==> src/rtl/cbus_rr_arbiter.sv <==
// cbus_rr_arbiter: round-robin owner of one CBus memory port shared by
// NUM_REQ burst requesters. A winner is latched for a whole burst, its request
// fields are forwarded unchanged, the response handshake is routed back to it,
// and a sticky flag records bursts whose beat count disagrees with the length.
module cbus_rr_arbiter #(
  parameter int NUM_REQ = 2,
  parameter int LEN_W   = 4,
  localparam int GW     = $clog2(NUM_REQ)
) (
  input  logic                            clk,
  input  logic                            resetn,
  input  logic [NUM_REQ-1:0]              ireq_valid,
  input  logic [NUM_REQ-1:0]              ireq_is_write,
  input  logic [NUM_REQ-1:0][31:0]        ireq_addr,
  input  logic [NUM_REQ-1:0][LEN_W-1:0]   ireq_len,
  input  logic [NUM_REQ-1:0][3:0]         ireq_strobe,
  input  logic [NUM_REQ-1:0][31:0]        ireq_data,
  output logic [NUM_REQ-1:0]              iresp_ready,
  output logic [NUM_REQ-1:0]              iresp_last,
  output logic [31:0]                     iresp_data,
  output logic                            oreq_valid,
  output logic                            oreq_is_write,
  output logic [31:0]                     oreq_addr,
  output logic [LEN_W-1:0]                oreq_len,
  output logic [3:0]                      oreq_strobe,
  output logic [31:0]                     oreq_data,
  input  logic                            oresp_ready,
  input  logic                            oresp_last,
  input  logic [31:0]                     oresp_data,
  output logic [GW-1:0]                   grant_idx,
  output logic                            busy,
  output logic                            len_err
);

  typedef enum logic [0:0] {
    ST_IDLE = 1'b0,
    ST_BUSY = 1'b1
  } state_e;

  state_e            state_q, state_d;
  logic [GW-1:0]     grant_q, grant_d;
  logic [GW-1:0]     last_grant_q, last_grant_d;
  logic [LEN_W-1:0]  beat_cnt_q, beat_cnt_d;
  logic              len_err_q, len_err_d;

  logic              pick_vld_s;
  logic [GW-1:0]     pick_idx_s;
  logic [GW-1:0]     scan_idx_s;
  int                scan_int_s;
  logic              cur_valid_s;
  logic              beat_s;
  logic              done_s;

  // Round-robin scan: walk downward in priority so the last hit is the first
  // asserted requester after last_grant (wrapping modulo NUM_REQ).
  always_comb begin
    pick_vld_s = 1'b0;
    pick_idx_s = '0;
    scan_int_s = 0;
    scan_idx_s = '0;
    for (int k = NUM_REQ; k >= 1; k--) begin
      scan_int_s = (int'(last_grant_q) + k) % NUM_REQ;
      scan_idx_s = GW'(scan_int_s);
      pick_idx_s = ireq_valid[scan_idx_s] ? scan_idx_s : pick_idx_s;
      pick_vld_s = pick_vld_s | ireq_valid[scan_idx_s];
    end
  end

  assign cur_valid_s = ireq_valid[grant_q];
  assign beat_s      = (state_q == ST_BUSY) & oresp_ready & cur_valid_s;
  assign done_s      = (state_q == ST_BUSY) & oresp_ready & oresp_last;

  // State register: reset aborts any burst in flight.
  always_ff @(posedge clk or negedge resetn) begin
    if (!resetn) begin
      state_q <= ST_IDLE;
    end else begin
      state_q <= state_d;
    end
  end

  // Next state: grant on any request in IDLE, release on the last beat.
  always_comb begin
    state_d = state_q;
    case (state_q)
      ST_IDLE: begin
        if (pick_vld_s) begin
          state_d = ST_BUSY;
        end else begin
          state_d = ST_IDLE;
        end
      end
      ST_BUSY: begin
        if (done_s) begin
          state_d = ST_IDLE;
        end else begin
          state_d = ST_BUSY;
        end
      end
      default: state_d = ST_IDLE;
    endcase
  end

  // Bookkeeping next values: winner, round-robin pointer, beat count, error.
  always_comb begin
    grant_d      = grant_q;
    last_grant_d = last_grant_q;
    beat_cnt_d   = beat_cnt_q;
    len_err_d    = len_err_q;
    if (state_q == ST_IDLE) begin
      if (pick_vld_s) begin
        grant_d    = pick_idx_s;
        beat_cnt_d = {LEN_W{1'b0}};
      end else begin
        grant_d    = grant_q;
      end
    end else begin
      if (beat_s) begin
        beat_cnt_d = beat_cnt_q + {{(LEN_W-1){1'b0}}, 1'b1};
      end else begin
        beat_cnt_d = beat_cnt_q;
      end
      if (done_s) begin
        last_grant_d = grant_q;
        // Compare the count of beats before this one against len (beats-1).
        if (beat_cnt_q != ireq_len[grant_q]) begin
          len_err_d = 1'b1;
        end else begin
          len_err_d = len_err_q;
        end
      end else begin
        last_grant_d = last_grant_q;
      end
    end
  end

  // Bookkeeping registers; requester 0 wins first after reset.
  always_ff @(posedge clk or negedge resetn) begin
    if (!resetn) begin
      grant_q      <= '0;
      last_grant_q <= GW'(NUM_REQ - 1);
      beat_cnt_q   <= {LEN_W{1'b0}};
      len_err_q    <= 1'b0;
    end else begin
      grant_q      <= grant_d;
      last_grant_q <= last_grant_d;
      beat_cnt_q   <= beat_cnt_d;
      len_err_q    <= len_err_d;
    end
  end

  // Outputs: forward the owner's request and route the response back to it.
  always_comb begin
    busy          = 1'b0;
    oreq_valid    = 1'b0;
    oreq_is_write = 1'b0;
    oreq_addr     = 32'h0000_0000;
    oreq_len      = {LEN_W{1'b0}};
    oreq_strobe   = 4'h0;
    oreq_data     = 32'h0000_0000;
    iresp_ready   = {NUM_REQ{1'b0}};
    iresp_last    = {NUM_REQ{1'b0}};
    case (state_q)
      ST_BUSY: begin
        busy                 = 1'b1;
        oreq_valid           = cur_valid_s;
        oreq_is_write        = ireq_is_write[grant_q];
        oreq_addr            = ireq_addr[grant_q];
        oreq_len             = ireq_len[grant_q];
        oreq_strobe          = ireq_strobe[grant_q];
        oreq_data            = ireq_data[grant_q];
        iresp_ready[grant_q] = oresp_ready;
        iresp_last[grant_q]  = oresp_last;
      end
      default: begin
        busy = 1'b0;
      end
    endcase
  end

  assign iresp_data = oresp_data;
  assign grant_idx  = grant_q;
  assign len_err    = len_err_q;

endmodule

==> config.mk <==
export PLATFORM = sky130hd
export DESIGN_NAME = cbus_rr_arbiter
export DESIGN_NICKNAME = d
export VERILOG_FILES = /design/src/rtl/cbus_rr_arbiter.sv
export SDC_FILE = /design/constraint.sdc
export NUM_CORES = 1
export LEC_CHECK = 0
export CAP_MARGIN = 25
export CORE_AREA = 2 2 117 119
export DETAILED_ROUTE_END_ITERATION = 16
export DIE_AREA = 0 0 119 121
export HOLD_SLACK_MARGIN = 0.05
export SYNTH_ARGS = -nofsm -noshare
export SYNTH_HDL_FRONTEND = slang
export SYNTH_SLANG_ARGS = --single-unit
==> constraint.sdc <==
create_clock -name clk -period 1.2 [get_ports clk]
set_input_delay 0.24 -clock clk [delete_from_list [all_inputs] [get_ports clk]]
set_output_delay 0.24 -clock clk [all_outputs]
set_load 0.01 [all_outputs]
=== Word-level counts from Yosys, hierarchy flattened ===
Cells that the tools add are included.

* Logic and storage cells: 62
* Input bits: 184
* Register bits after elaboration: 8
* Output and inout bits: 113

* Add/subtract/negate cells: 3
* Bitwise gates (word level): 7
* Reductions and logical operators: 6
* Magnitude comparators: 4
* Equality and inequality tests: 2
* Muxes and demuxes: 35

{| class="wikitable"
|+ Operators with widths
! cell !! count
|-
| 32-bit 2-to-1 mux || 6
|-
| 4-bit 2-to-1 mux || 9
|-
| 1-bit 2-to-1 mux || 16
|-
| 1-bit by 2-bit less-than comparator with 1-bit output, second input constant || 3
|-
| 2-bit AND reduction || 3
|-
| 4-bit by 1-bit adder with 4-bit output, second input constant || 1
|-
| 2-bit AND || 2
|-
| 2-bit 2-to-1 mux || 2
|-
| 4-bit inequality test || 1
|-
| 1-bit AND || 3
|-
| 3-bit AND reduction || 1
|-
| 1-bit adder, second input constant || 2
|-
| 2-bit by 1-bit inequality test with 1-bit output, second input constant || 1
|-
| 1-bit one-hot mux with 2 select lines || 1
|-
| 2-bit nonzero test || 1
|-
| 1-bit demux with 1-bit select || 1
|-
| 1-bit greater-or-equal comparator, second input constant || 1
|-
| 1-bit logical AND || 1
|-
| 1-bit inverter || 1
|-
| 1-bit OR || 1
|}

=== Longest topological paths before layout ===
* Depth after elaboration: 6
* Gate-level depth with buffers: 5
* Mapped depth without buffers: 4

=== Worst setup path after synthesis ===
Ideal clock, no wire load.

* Path kind: register to output
* Start: reg grant_q (netlist: grant_idx)
* End: out oreq_addr[0]
* Path buffers: 3
* Slack: -0.233 ns
* Data required time: 0.960 ns
* Arrival time: 1.193 ns
* Stages on the path, launching flop included: 6
* Path through: dfrtp_1 buf_6 buf_4 buf_4 mux2i_1 nor2_1

* Longest elaborated chain between the ends: 3

{| class="wikitable"
|+ RTL lines
! what !! RTL line !! text
|-
| start: declaration || 41 || <nowiki>logic [GW-1:0] grant_q, grant_d;</nowiki>
|-
| start signal: assignment || 145 || <nowiki>grant_q <= grant_d;</nowiki>
|-
| 32-bit 2-to-1 mux (implied by the code) (2 in series) || 168 || <nowiki>oreq_addr = ireq_addr[grant_q];</nowiki>
|-
| 32-bit 2-to-1 mux || 163 || <nowiki>case (state_q)</nowiki>
|-
| end: declaration || 23 || <nowiki>output logic [31:0] oreq_addr,</nowiki>
|}

Every way passes these cells. The select of a mux whose other input is x is not followed.

=== Worst setup path after layout ===
* Start: reg grant_q (netlist: grant_idx)
* End: out oreq_data[10]

* Longest elaborated chain between the ends: 3

{| class="wikitable"
|+ RTL lines
! what !! RTL line !! text
|-
| 32-bit 2-to-1 mux (implied by the code) (2 in series) || 171 || <nowiki>oreq_data = ireq_data[grant_q];</nowiki>
|-
| 32-bit 2-to-1 mux || 163 ||
|-
| end: declaration || 26 || <nowiki>output logic [31:0] oreq_data,</nowiki>
|}

Every way passes these cells. The select of a mux whose other input is x is not followed.

==> impl_metrics.ini <==
[status]
status = finished with violations
violations = negative setup slack

[timing]
timing.final.ws_setup_ps = -555
drv_slew = 0
fmax_mhz = 570
finalHoldViolations = 0
finalSetupTns_ps = -37420
period_share = 1.46
worstMarginPinSlew_ps = 399
rsz0062_at_grt = true
whs_ps = 300
period_needed_ps = 1750
setup_viol = 84
skew_ps = 1.66
slew_headroom = 0.733

[synthesis]
synth_area_leaders = mux2i_1 (40%), nor2_1 (17%), buf_4 (16%)
synth_top_area_frac = 0.401
synth_area_mm2 = 0.00180
syn-num-nets = 427
netlist_instances = 242
yosysSeqAreaShare = 0.112
yosys_warnings = 0
synth.avg_cell_area_um2 = 7.43
ys_ff_latch = 8
synth_top_area_cell = mux2i_1
post_synth_num_cell_types = 27

[clocking]
numCtsBuffers = 3
cts-root-buf = clkbuf_16
htree_num_levels = 1
clockBufferDepth = 2
clock_sinks = 8
clock_latency_ps = 240
cts_tree = built
clkSlewWorstSetupHoldPaths_ps = 40

[setup_path]
critical_path.top_delay_family = flip-flops
cp-end-kind = output pin
worst-setup-path-type = flop to output pin
critPathBufInv = 3
critPathSlowestCell = dfrtp_4
path_cells = buf_12, buf_12, mux2i_4, nor2_1, buf_2
cp_slowest_stage_delay_ps = 570
cp.arrival_ps = 1510
required_ps = 960
cp_common_cell = buf_12
start_kind = flop
crit_path_max_fanout = 8

[global_route]
grt_pass1_vias = 2622
grt_overflow = 0
grt_pass1_wl_um = 13400
gr-usage-all-layers = 0.115
grt_antenna_before_repair = 0
grt_start_max_net_pins = 35

[die]
die_w_um = 119
io_pins = 297
dieHeight_um = 121
num_rows = 42
core_mm2 = 0.0131
dieArea_mm2 = 0.0144
initial_utilization = 0.137

[power]
p_per_area_mw_per_mm2 = 1080
peakVddDrop_uv = 643
p_leak_uw = 0.00202

[final_layout]
areaGrowthSynthToFinish_pct = 146
layout-drive-gt1-share = 0.308
final-instance-count-excl-fill = 643
fin_nets = 653
final_util = 0.338
fillCellCount = 1362
n_antenna_cell = 0

[routing]
routed_wl_um = 9250
detail_route.wl_per_cell_um = 14.4
drt_iter0_drc = 33
drt_pass1_iterations = 4
drc = 0
via_per_inst = 3.96
vias = 2547
ant_nets = 0

[place]
portBuffers = 232
gp_congestion = 0.701
hpwl_um = 7100
pre_cts_ws_ps = -669
dp.cells = 622

[flow_run]
drv_cap = 0

[min_path]
hp-class = input pin to async pin
-- final timing paths --
kind,start,end,slack (ps),depth (start not counted)
max,grant_idx$_DFFE_PN0P_,oreq_data[10],-550,5
min,resetn,len_err$_DFFE_PN0P_,300,1
max reg2reg,grant_idx$_DFFE_PN0P_,len_err$_DFFE_PN0P_,-470,7
min reg2reg,last_grant_q$_DFFE_PN1P_,last_grant_q$_DFFE_PN1P_,460,2
max in group asynchronous,resetn,last_grant_q$_DFFE_PN1P_,580,1
min in group clk,last_grant_q$_DFFE_PN1P_,last_grant_q$_DFFE_PN1P_,460,2
-- placed cells by master, fill, tap and decap left out, drive strengths merged --
cell           instances
o21bai                 1
a21oi                  1
dlymetal6s2s           1
buf                  116
clkbuf                 5
ha                     1
inv                    2
o41ai                  1
nor2                  80
nand3                  2
nand2                  5
and3                   2
mux2i                 74
nor3                   1
clkdlybuf4s50        150
nor4                   1
nand3b                 1
nor3b                  3
a32o                   1
dlygate4sd2            2
dfstp                  1
xnor2                  6
dfrtp                  7
o21ai                  2
a21boi                 1
-- through the flow --
stage / cell area [um^2] / total power, uW
2_1_floorplan: 1880 / 2220
3_3_place_gp: 4260 / 3790
6_report: 4420 / 4800
3_5_place_dp: 4260 / 3820
5_1_grt: 4420 / 5090
4_1_cts: 4360 / 4740
-- power breakdown --
| group | total, uW | internal, uW | switching [uW] |
|---|---|---|---|
| Sequential | 454 | 341 | 113 |
| Combinational | 3750 | 2200 | 1550 |
| Clock | 590 | 444 | 146 |
-- layer usage --
metal	GRT usage	wire [um]
met5	0	0
met4	0.0201	42
met3	0.0376	914
met2	0.223	4950
met1	0.121	3340
-- Yosys cell counts --
library cell	n
a21oi_1	1
nor3_1	1
buf_2	4
inv_1	1
mux2i_1	72
o21ai_0	2
dfstp_2	1
a32o_1	1
nor2_1	80
a21boi_0	1
nor4_1	1
and3_1	2
clkbuf_1	6
buf_6	1
nand3b_1	1
nor3b_1	2
ha_1	1
xnor2_1	6
o21bai_1	1
buf_4	38
o41ai_1	1
nor3b_2	1
inv_2	1
nand3_1	2
dfrtp_1	7
mux2i_2	2
nand2_1	5
-- kinds of logic after synthesis --
kind of cell / share of synthesized area
buf+inv: 0.193
compound gates: 0.0271
fa+ha+maj: 0.00696
flops: 0.112
simple gates: 0.216
xor+xnor: 0.0292
mux: 0.416
-- registers in the layout (all words and copies together), names as in the netlist --
name	cells
last_grant_q	1
state_q	1
grant_idx	1
len_err	1
beat_cnt_q	4
-- layout make-up --
class,instances,area (um^2),area share
Inverter,2,7.51,0.00170
Clock buffer,4,78.8,0.0178
Multi-Input combinational cell,183,1410,0.319
Sequential cell,8,206,0.0467
Tap cell,176,220,0.0498
Timing Repair Buffer,270,2500,0.565
-- repair_timing --
item                                    in CTS  in global routing
endpoints found under the setup margin      86                 86
hold buffers                                 0                  0
pin swaps                                   15                 11
gates cloned                                 4                  0
gates resized for setup                    345                 28
setup buffers                               14                  2
(Power assumes the default switching activity.)
